===== config.mk =====
export PLATFORM = sky130hd
export DESIGN_NAME = pad_share_arbiter
export DESIGN_NICKNAME = d
export VERILOG_FILES = /design/src/rtl/pad_share_pkg.sv /design/src/rtl/pad_share_arbiter_rr_pick.sv /design/src/rtl/pad_share_arbiter.sv
export SDC_FILE = /design/constraint.sdc
export NUM_CORES = 1
export LEC_CHECK = 0
export CORE_MARGIN = 2
export CORE_UTILIZATION = 37
export CTS_CLUSTER_SIZE = 30
export DETAILED_ROUTE_END_ITERATION = 6
export DONT_BUFFER_PORTS = 1
export SKIP_CTS_REPAIR_TIMING = 1
export SYNTH_ARGS = -nofsm -noshare
export SYNTH_HDL_FRONTEND = slang
export SYNTH_SLANG_ARGS = --single-unit

===== constraint.sdc =====
create_clock -name clk -period 3.15 [get_ports clk]
set_input_delay 0.7875 -clock clk [delete_from_list [all_inputs] [get_ports clk]]
set_output_delay 0.7875 -clock clk [all_outputs]
set_load 0.01 [all_outputs]

===== src/rtl/pad_share_pkg.sv =====
// Shared types and helpers for the pad-share arbiter.
//   state_e  : arbiter phase (IDLE / TURN / GRANT)
//   own_w    : width of an index into N requesters (at least 1 bit)
//   slice_lo : low bit of requester idx's field in a packed per-requester bus
package pad_share_pkg;

    typedef enum logic [1:0] {
        IDLE  = 2'd0,
        TURN  = 2'd1,
        GRANT = 2'd2
    } state_e;

    function automatic int own_w(input int n);
        return (n > 1) ? $clog2(n) : 1;
    endfunction

    function automatic int slice_lo(input int idx, input int w);
        return idx * w;
    endfunction

endpackage


===== src/rtl/pad_share_arbiter_rr_pick.sv =====
// Combinational round-robin pick: first requester at or after ptr, wrapping.
//   req    : request vector
//   ptr    : highest-priority index this round
//   winner : selected index (0 when nothing is requested)
//   valid  : any request present
module rr_pick
    import pad_share_pkg::*;
#(
    parameter int N_REQ = 3
) (
    input  logic [N_REQ-1:0]        req,
    input  logic [own_w(N_REQ)-1:0] ptr,
    output logic [own_w(N_REQ)-1:0] winner,
    output logic                    valid
);

    localparam int OWN_W = own_w(N_REQ);

    logic found;
    int   idx;

    always_comb begin
        winner = '0;
        found  = 1'b0;
        idx    = 0;
        for (int i = 0; i < N_REQ; i++) begin
            idx = (int'(ptr) + i) % N_REQ;
            if (!found && req[idx]) begin
                winner = OWN_W'(idx);
                found  = 1'b1;
            end
        end
    end

    assign valid = |req;

endmodule


===== src/rtl/pad_share_arbiter.sv =====
// Time-shares one pad group between N_REQ peripherals.
// Round-robin grant with an all-OE-off turnaround before every grant, and an
// advisory yield to an owner that holds the pads too long while others wait.
//   req/gnt/yield         : per-requester handshake (gnt one-hot, registered)
//   periph_o/oe/periph_i  : packed per-requester pad buses, PAD_W bits each
//   pad_o/pad_oe/pad_i    : pad ring side
//   busy, owner           : status (owner = selected/granted index)
module pad_share_arbiter
    import pad_share_pkg::*;
#(
    parameter int               N_REQ      = 3,
    parameter int               PAD_W      = 4,
    parameter int               TURNAROUND = 2,
    parameter int               MAX_HOLD   = 1024,
    parameter logic [PAD_W-1:0] IDLE_IN    = '0
) (
    input  logic                      clk,
    input  logic                      rst,
    input  logic [N_REQ-1:0]          req,
    output logic [N_REQ-1:0]          gnt,
    output logic [N_REQ-1:0]          yield,
    input  logic [N_REQ*PAD_W-1:0]    periph_o,
    input  logic [N_REQ*PAD_W-1:0]    periph_oe,
    output logic [N_REQ*PAD_W-1:0]    periph_i,
    output logic [PAD_W-1:0]          pad_o,
    output logic [PAD_W-1:0]          pad_oe,
    input  logic [PAD_W-1:0]          pad_i,
    output logic                      busy,
    output logic [own_w(N_REQ)-1:0]   owner
);

    localparam int OWN_W = own_w(N_REQ);
    localparam int TC_W  = $clog2(TURNAROUND + 1);
    localparam int HC_W  = (MAX_HOLD > 0) ? $clog2(MAX_HOLD + 1) : 1;

    state_e             state_q, state_d;
    logic [OWN_W-1:0]   owner_q, owner_d;
    logic [OWN_W-1:0]   ptr_q, ptr_d;
    logic [TC_W-1:0]    tcnt_q, tcnt_d;
    logic [HC_W-1:0]    hcnt_q, hcnt_d;
    logic [N_REQ-1:0]   gnt_q, gnt_d;
    logic [N_REQ-1:0]   yield_q, yield_d;

    logic [OWN_W-1:0]   win;
    logic               win_vld;
    logic               contended;
    int                 own_lo;

    rr_pick #(.N_REQ(N_REQ)) u_rr_pick (
        .req    (req),
        .ptr    (ptr_q),
        .winner (win),
        .valid  (win_vld)
    );

    // In GRANT gnt_q is the owner's one-hot, so this is "anyone else waiting".
    assign contended = |(req & ~gnt_q);
    assign own_lo    = slice_lo(int'(owner_q), PAD_W);

    always_comb begin
        state_d = state_q;
        owner_d = owner_q;
        ptr_d   = ptr_q;
        tcnt_d  = tcnt_q;
        hcnt_d  = hcnt_q;
        gnt_d   = gnt_q;
        yield_d = yield_q;
        case (state_q)
            IDLE: begin
                if (win_vld) begin
                    owner_d = win;
                    tcnt_d  = TC_W'(TURNAROUND - 1);
                    state_d = TURN;
                end
            end
            TURN: begin
                if (!req[owner_q]) begin
                    // Abandoned before grant: pointer untouched.
                    state_d = IDLE;
                end else if (tcnt_q == '0) begin
                    state_d        = GRANT;
                    gnt_d          = '0;
                    gnt_d[owner_q] = 1'b1;
                    hcnt_d         = '0;
                end else begin
                    tcnt_d = tcnt_q - 1'b1;
                end
            end
            GRANT: begin
                if (!req[owner_q]) begin
                    state_d = IDLE;
                    gnt_d   = '0;
                    yield_d = '0;
                    ptr_d   = (owner_q == OWN_W'(N_REQ - 1)) ? '0 : owner_q + 1'b1;
                end else begin
                    // Yield follows one edge after the counter saturates.
                    if (MAX_HOLD != 0 && hcnt_q == HC_W'(MAX_HOLD))
                        yield_d[owner_q] = 1'b1;
                    if (contended && hcnt_q != HC_W'(MAX_HOLD))
                        hcnt_d = hcnt_q + 1'b1;
                end
            end
            default: state_d = IDLE;
        endcase
    end

    always_ff @(posedge clk or posedge rst) begin
        if (rst) begin
            state_q <= IDLE;
            owner_q <= '0;
            ptr_q   <= '0;
            tcnt_q  <= '0;
            hcnt_q  <= '0;
            gnt_q   <= '0;
            yield_q <= '0;
        end else begin
            state_q <= state_d;
            owner_q <= owner_d;
            ptr_q   <= ptr_d;
            tcnt_q  <= tcnt_d;
            hcnt_q  <= hcnt_d;
            gnt_q   <= gnt_d;
            yield_q <= yield_d;
        end
    end

    // Pad mux is combinational off registered state; async reset forces IDLE,
    // so pads go quiet the instant rst rises. OE is gated by the live req so
    // it drops in the same cycle the owner lets go.
    always_comb begin
        pad_o    = '0;
        pad_oe   = '0;
        periph_i = {N_REQ{IDLE_IN}};
        if (state_q == GRANT) begin
            pad_o  = periph_o[own_lo +: PAD_W];
            pad_oe = periph_oe[own_lo +: PAD_W] & {PAD_W{req[owner_q]}};
            periph_i[own_lo +: PAD_W] = pad_i;
        end
    end

    assign gnt   = gnt_q;
    assign yield = yield_q;
    assign busy  = (state_q != IDLE);
    assign owner = owner_q;

endmodule


**Word level (Yosys, flattened, before mapping)**

Index checks and enable logic that the tools add are counted.

- Magnitude comparators: 5
- Mux-type cells: 41
- Eq/ne operators: 14
- Reductions and logical operators: 20
- Bitwise logic cells: 6
- Divide/modulo/power cells: 3
- Add/subtract/negate cells: 6
- Shifts and indexed selects: 4

Operators by type and width:

| kind | count |
|---|---|
| $lt 32x4->1 const B | 3 |
| $mod 32x3->32 const B | 2 |
| $mux 11 | 4 |
| $neg 4->33 | 1 |
| $shift 4x33->12 const A | 1 |
| $shiftx 4x33->12 | 1 |
| $mod 3x3->32 const B | 1 |
| $shiftx 12x5->4 | 2 |
| $pmux 11 s2 | 1 |
| $mux 2 | 10 |
| $mux 3 | 5 |
| $and 12x12->12 | 1 |
| $mux 12 | 1 |
| $ne 2x2->1 const B | 6 |
| $add 11x1->11 const B | 1 |
| $eq 11x11->1 const B | 1 |
| $ne 11x11->1 const B | 1 |
| $mux 1 | 10 |
| $bmux 1 s2 | 4 |
| $mux 4 | 2 |
| $reduce_and 4->1 | 2 |
| $pmux 2 s3 | 1 |
| $pmux 3 s2 | 1 |
| $reduce_and 2->1 | 3 |
| other kinds (24) | 34 |

- Logic and storage cells: 106
- Bits in registers: 25
- Input bits: 33

**Depth between registers and ports, before layout**

- Depth in word-level cells: 11
- Gate-level depth with buffers: 8
- Depth with buffers taken out: 7

**Modules after synthesis**

From an unflattened synthesis, not the netlist that was laid out.

- Cell total of the unflattened synthesis: 214
- Area total of the unflattened synthesis: 1833.0 um2

Modules (own cells, without submodules):

| module | instances | cells an instance | area each (um2) |
|---|---|---|---|
| pad_share_arbiter | 1 | 194 | 1685.4 |
| rr_pick | 1 | 20 | 147.6 |

**Worst setup path before layout**

Ideal clock, no wire load.

- Path type: register -> output
- From: register owner_q[0] (netlist: owner[0])
- To: output port periph_i[10]
- Buffers on the path: 2
- Data arrival time: 2.156 ns
- Data required time: 2.362 ns
- Cell stages (with the launch flop): 8
- Setup slack: 0.206 ns
- Path through: dfrtp_1 -> buf_4 -> clkbuf_1 -> inv_1 -> ha_1 -> nand2b_1 -> nor4b_1 -> and2_1

- Word-level cells in the longest chain between the ends: 4
- Elaborated cells between the ends (all ways): 5
- Classes of those cells: add/sub: 1; shift: 2; mux: 1; bitwise: 1

RTL lines:

| what | RTL line | RTL |
|---|---|---|
| start, declared | pad_share_arbiter.sv:37 | `logic [OWN_W-1:0] owner_q, owner_d;` |
| start signal, assigned | pad_share_arbiter.sv:118 | `owner_q <= owner_d;` |
| $neg 4->33 * | pad_share_arbiter.sv:137 | `periph_i[own_lo +: PAD_W] = pad_i;` |
| $shiftx 4x33->12 / $shift 4x33->12 (equally long branches) | pad_share_arbiter.sv:137 |  |
| $and 12x12->12 (no line) * | -- |  |
| $mux 12 * | pad_share_arbiter.sv:134 | `if (state_q == GRANT) begin` |
| end, declared | pad_share_arbiter.sv:24 | `output logic [N_REQ*PAD_W-1:0] periph_i,` |

Mark *: on every way between the ends. The rest lies on a longest branch, timed or not.

**Worst setup path after layout**

- From: register owner_q[0] (netlist: owner[0])
- To: output port periph_i[11]

Same word-level chain as after synthesis.

==> out/qor.csv <==
metric;value;unit
Bufs and invs on worst path;1;
Ports;62;
sequential-to-total area share from yosys stat;0.318;
Final ANT Viol Nets;0;
initial antenna violation count;0;
Die Y;76.9;um
post-synthesis area per instance;8.75;um2
DRC Markers;0;
Pint;0.963;mW
RSZ-0062 raised after global routing;no;
root buffer cell;clkbuf_8;
Die Footprint;5920;um2
P_sw;0.791;mW
Layout fillers;532;
Crit Reg-Reg Endpoint;hcnt_q[7]$_DFFE_PP0P_;
leading post-synthesis cells by cell area;dfrtp_1 (32%), ha_1 (8.3%), mux2i_1 (6.1%);
H-Tree Depth;1;
Max VDD drop;0.000350;V
Post-Layout Cell Count;291;
Synth area leader;dfrtp_1;
Std-Cell Core Area;5110;um2
final net count;268;
Die X;76.9;um
max capacitance violation total;0;
Leak;0.918;nW
FF-to-FF setup slack;0.80;ns
post-synth top area share;0.318;
Worst Hold Depth;1;
# rows;26;
RePlAce Congestion;0.749;
area growth from synthesis to layout;4.07;%
# clock sinks;25;
Detailed Place HPWL;3.19;mm
share of cells above drive strength 1;0.0950;
first-pass GRT wire length;7.12;mm
CP max stage delay;0.52;ns
IO Port Bufs;0;
worst path arrival time;1.97;ns
initial core utilization;0.385;
drt pass-1 iters;4;
TritonCTS clock tree;done;
Relative slew margins;0.349;
Post-synth EDFFs;0;
Crit. End Element;primary output;
Antenna Cells;0;
Net Sw Frac;0.451;
pin slew with the least headroom to its limit;0.975;ns
First DRT Iteration DRCs;73;
Setup WS post-layout;0.388;ns
vias per inst;5.44;
Crit path max-delay family;simple AND/OR/NAND/NOR gates;
slowest CP cell;nor4b_1;
Final Max Tran Viols;0;
Multi-input gate area;1230;um2
Post-synth ARST share;1.00;
setup tns final;0;ns
Crit Path Category;reg2out;
clk_lat worst skew;0.28;ns
Tcrit/Tclk final;0.877;
crit-path max FO;5;
worst-path cell chain;inv_1, ha_1, nand2b_1, nor4b_1, and2_1;
CP startpoint kind;flop;
vias in the first global route;1498;
Yosys reg bits;25;
outcome;finished, final reports clean;
commonest cells after routing, fill and taps aside;nor2_1 (25), dfrtp_1 (25), a21oi_1 (15), ha_1 (13);
Total Wirelength;4.24;mm
Post-Synthesis Cells;225;
largest net degree at the start of global routing;26;
CP required;2.36;ns
routed vias;1582;
final setup vio count;0;
pre-CTS setup slack;0.670;ns
worst hold endpoint;tcnt_q[1]$_DFFE_PP0P_;
skew final;0.00965;ns
FF-to-FF Start;owner[0]$_DFFE_PP0P_;
CTS Buf Count;3;
Seq pwr share;0.340;
Total Routing Usage GR;0.144;
mapped cell area;1970;um2
Routed WL per cell;14.6;um
fmax;362;MHz
post-route minimum period;2.76;ns
Hold Vio Cnt, Final;0;
Cell variety after synth;53;
syn nets;271;
Clock transition at path regs;0.09;ns
Sequential Area;626;um2
min-delay src;tcnt_q[1]$_DFFE_PP0P_;
clock share of power;0.116;
Tightest Hold Check Type;reg2reg;
Reg2Reg Depth;6;
Placed Instances;287;
Pwr per Cell Area;856;nW/um2
Top FF cell, synth;dfrtp_1;
Logic pwr share;0.543;
Congestion Overflow GR;0;
Max Root-Sink Buffers;2;
Synthesis Warnings;0;
worst max-delay path by stage:
| stage | cells past startpoint | to | start | slack, ns |
|---|---|---|---|---|
| CTS | 5 | periph_i[11] | owner[0]$_DFFE_PP0P_ | 0.41 |
| global placement | 4 | pad_oe[1] | req[1] | 0.72 |
| detailed placement | 5 | hcnt_q[7]$_DFFE_PP0P_ | req[1] | 0.67 |
| floorplan | 7 | periph_i[10] | owner[0]$_DFFE_PP0P_ | 0.21 |
| finish | 5 | periph_i[11] | owner[0]$_DFFE_PP0P_ | 0.39 |
| global route | 5 | periph_i[11] | owner[1]$_DFFE_PP0P_ | 0.19 |
power by group through the flow:
stage	Combinational, mW	Clock [mW]	Sequential [mW]
floorplan	0.796	0	0.581
global placement	0.946	0	0.604
detailed placement	0.962	0	0.601
CTS	0.962	0.210	0.598
global route	1.08	0.223	0.621
finish	0.953	0.204	0.597
routing by layer:
| layer | vias up | routed length (um) | track usage | share of wire |
|---|---|---|---|---|
| li1 | 799 | - | - | - |
| met1 | 745 | 1910 | 0.178 | 0.45 |
| met2 | 33 | 2110 | 0.253 | 0.50 |
| met3 | 5 | 154 | 0.0247 | 0.036 |
| met4 | 0 | 60 | 0.0509 | 0.014 |
| met5 | - | 0 | 0 | 0 |
logic make-up (layout without fill, tap and decap cells):
logic type | count (synthesis) | after routing | share of synthesized area
and+or+nand+nor | 104 | 104 | 0.305
AOI/OAI and AO/OA | 48 | 48 | 0.164
DFF | 25 | 25 | 0.318
buffers and inverters | 20 | 16 | 0.0553
adders and majority gates | 13 | 13 | 0.0826
muxes | 13 | 13 | 0.0668
xor gates and xnor gates | 2 | 2 | 0.00890
metrics by stage:
stage          power, mW  cell area, um2  hold slack [ns]   util
4_1_cts             1.77            2050            0.527  0.401
3_3_place_gp        1.55            2000            0.494  0.391
3_5_place_dp        1.56            2000            0.501  0.391
6_report            1.75            2050            0.522  0.401
5_1_grt             1.93            2050            0.563  0.401
2_1_floorplan       1.38            1970            0.466      -
synthesized netlist by cell type, types with 2 or more instances:
cell type and n:
or4_4 2, nand2_1 12, clkbuf_1 2, o21ai_0 8, a22o_1 5, mux2i_1 12
o21a_1 2, and2b_2 3, and2_1 12, buf_2 3, dfrtp_1 25, nor2_1 25
nand3b_1 2, and3_1 6, nand4_1 3, a21oi_1 15, nor3_1 7, clkbuf_2 2
ha_1 13, a21o_1 2, nand3_1 11, inv_1 10, nor4_1 2, a211o_1 5
nand2b_1 7, o221a_2 2
flip-flops by register name (all words and copies together) (netlist names):
signal and count:
ptr_q 2, owner 2, gnt 3, hcnt_q 11
yield 3, state_q 2, tcnt_q 2
worst register-to-register path: cells and delay by family, from the launching register on:
family          cells  cell delay, ns
compound gates      2            0.60
buf+inv             1            0.22
flops               1            0.38
mux                 1            0.17
simple gates        2            0.89
area by class of cell:
cell class,instances,share of cell area
Inverter,10,0.0183
Tap cell,70,0.0428
Timing Repair Buffer,2,0.00733
Sequential cell,25,0.305
Clock buffer,3,0.0202
Clock inverter,1,0.00367
Multi-Input combinational cell,180,0.602
No activity file was read; power rests on OpenSTA's default activity.
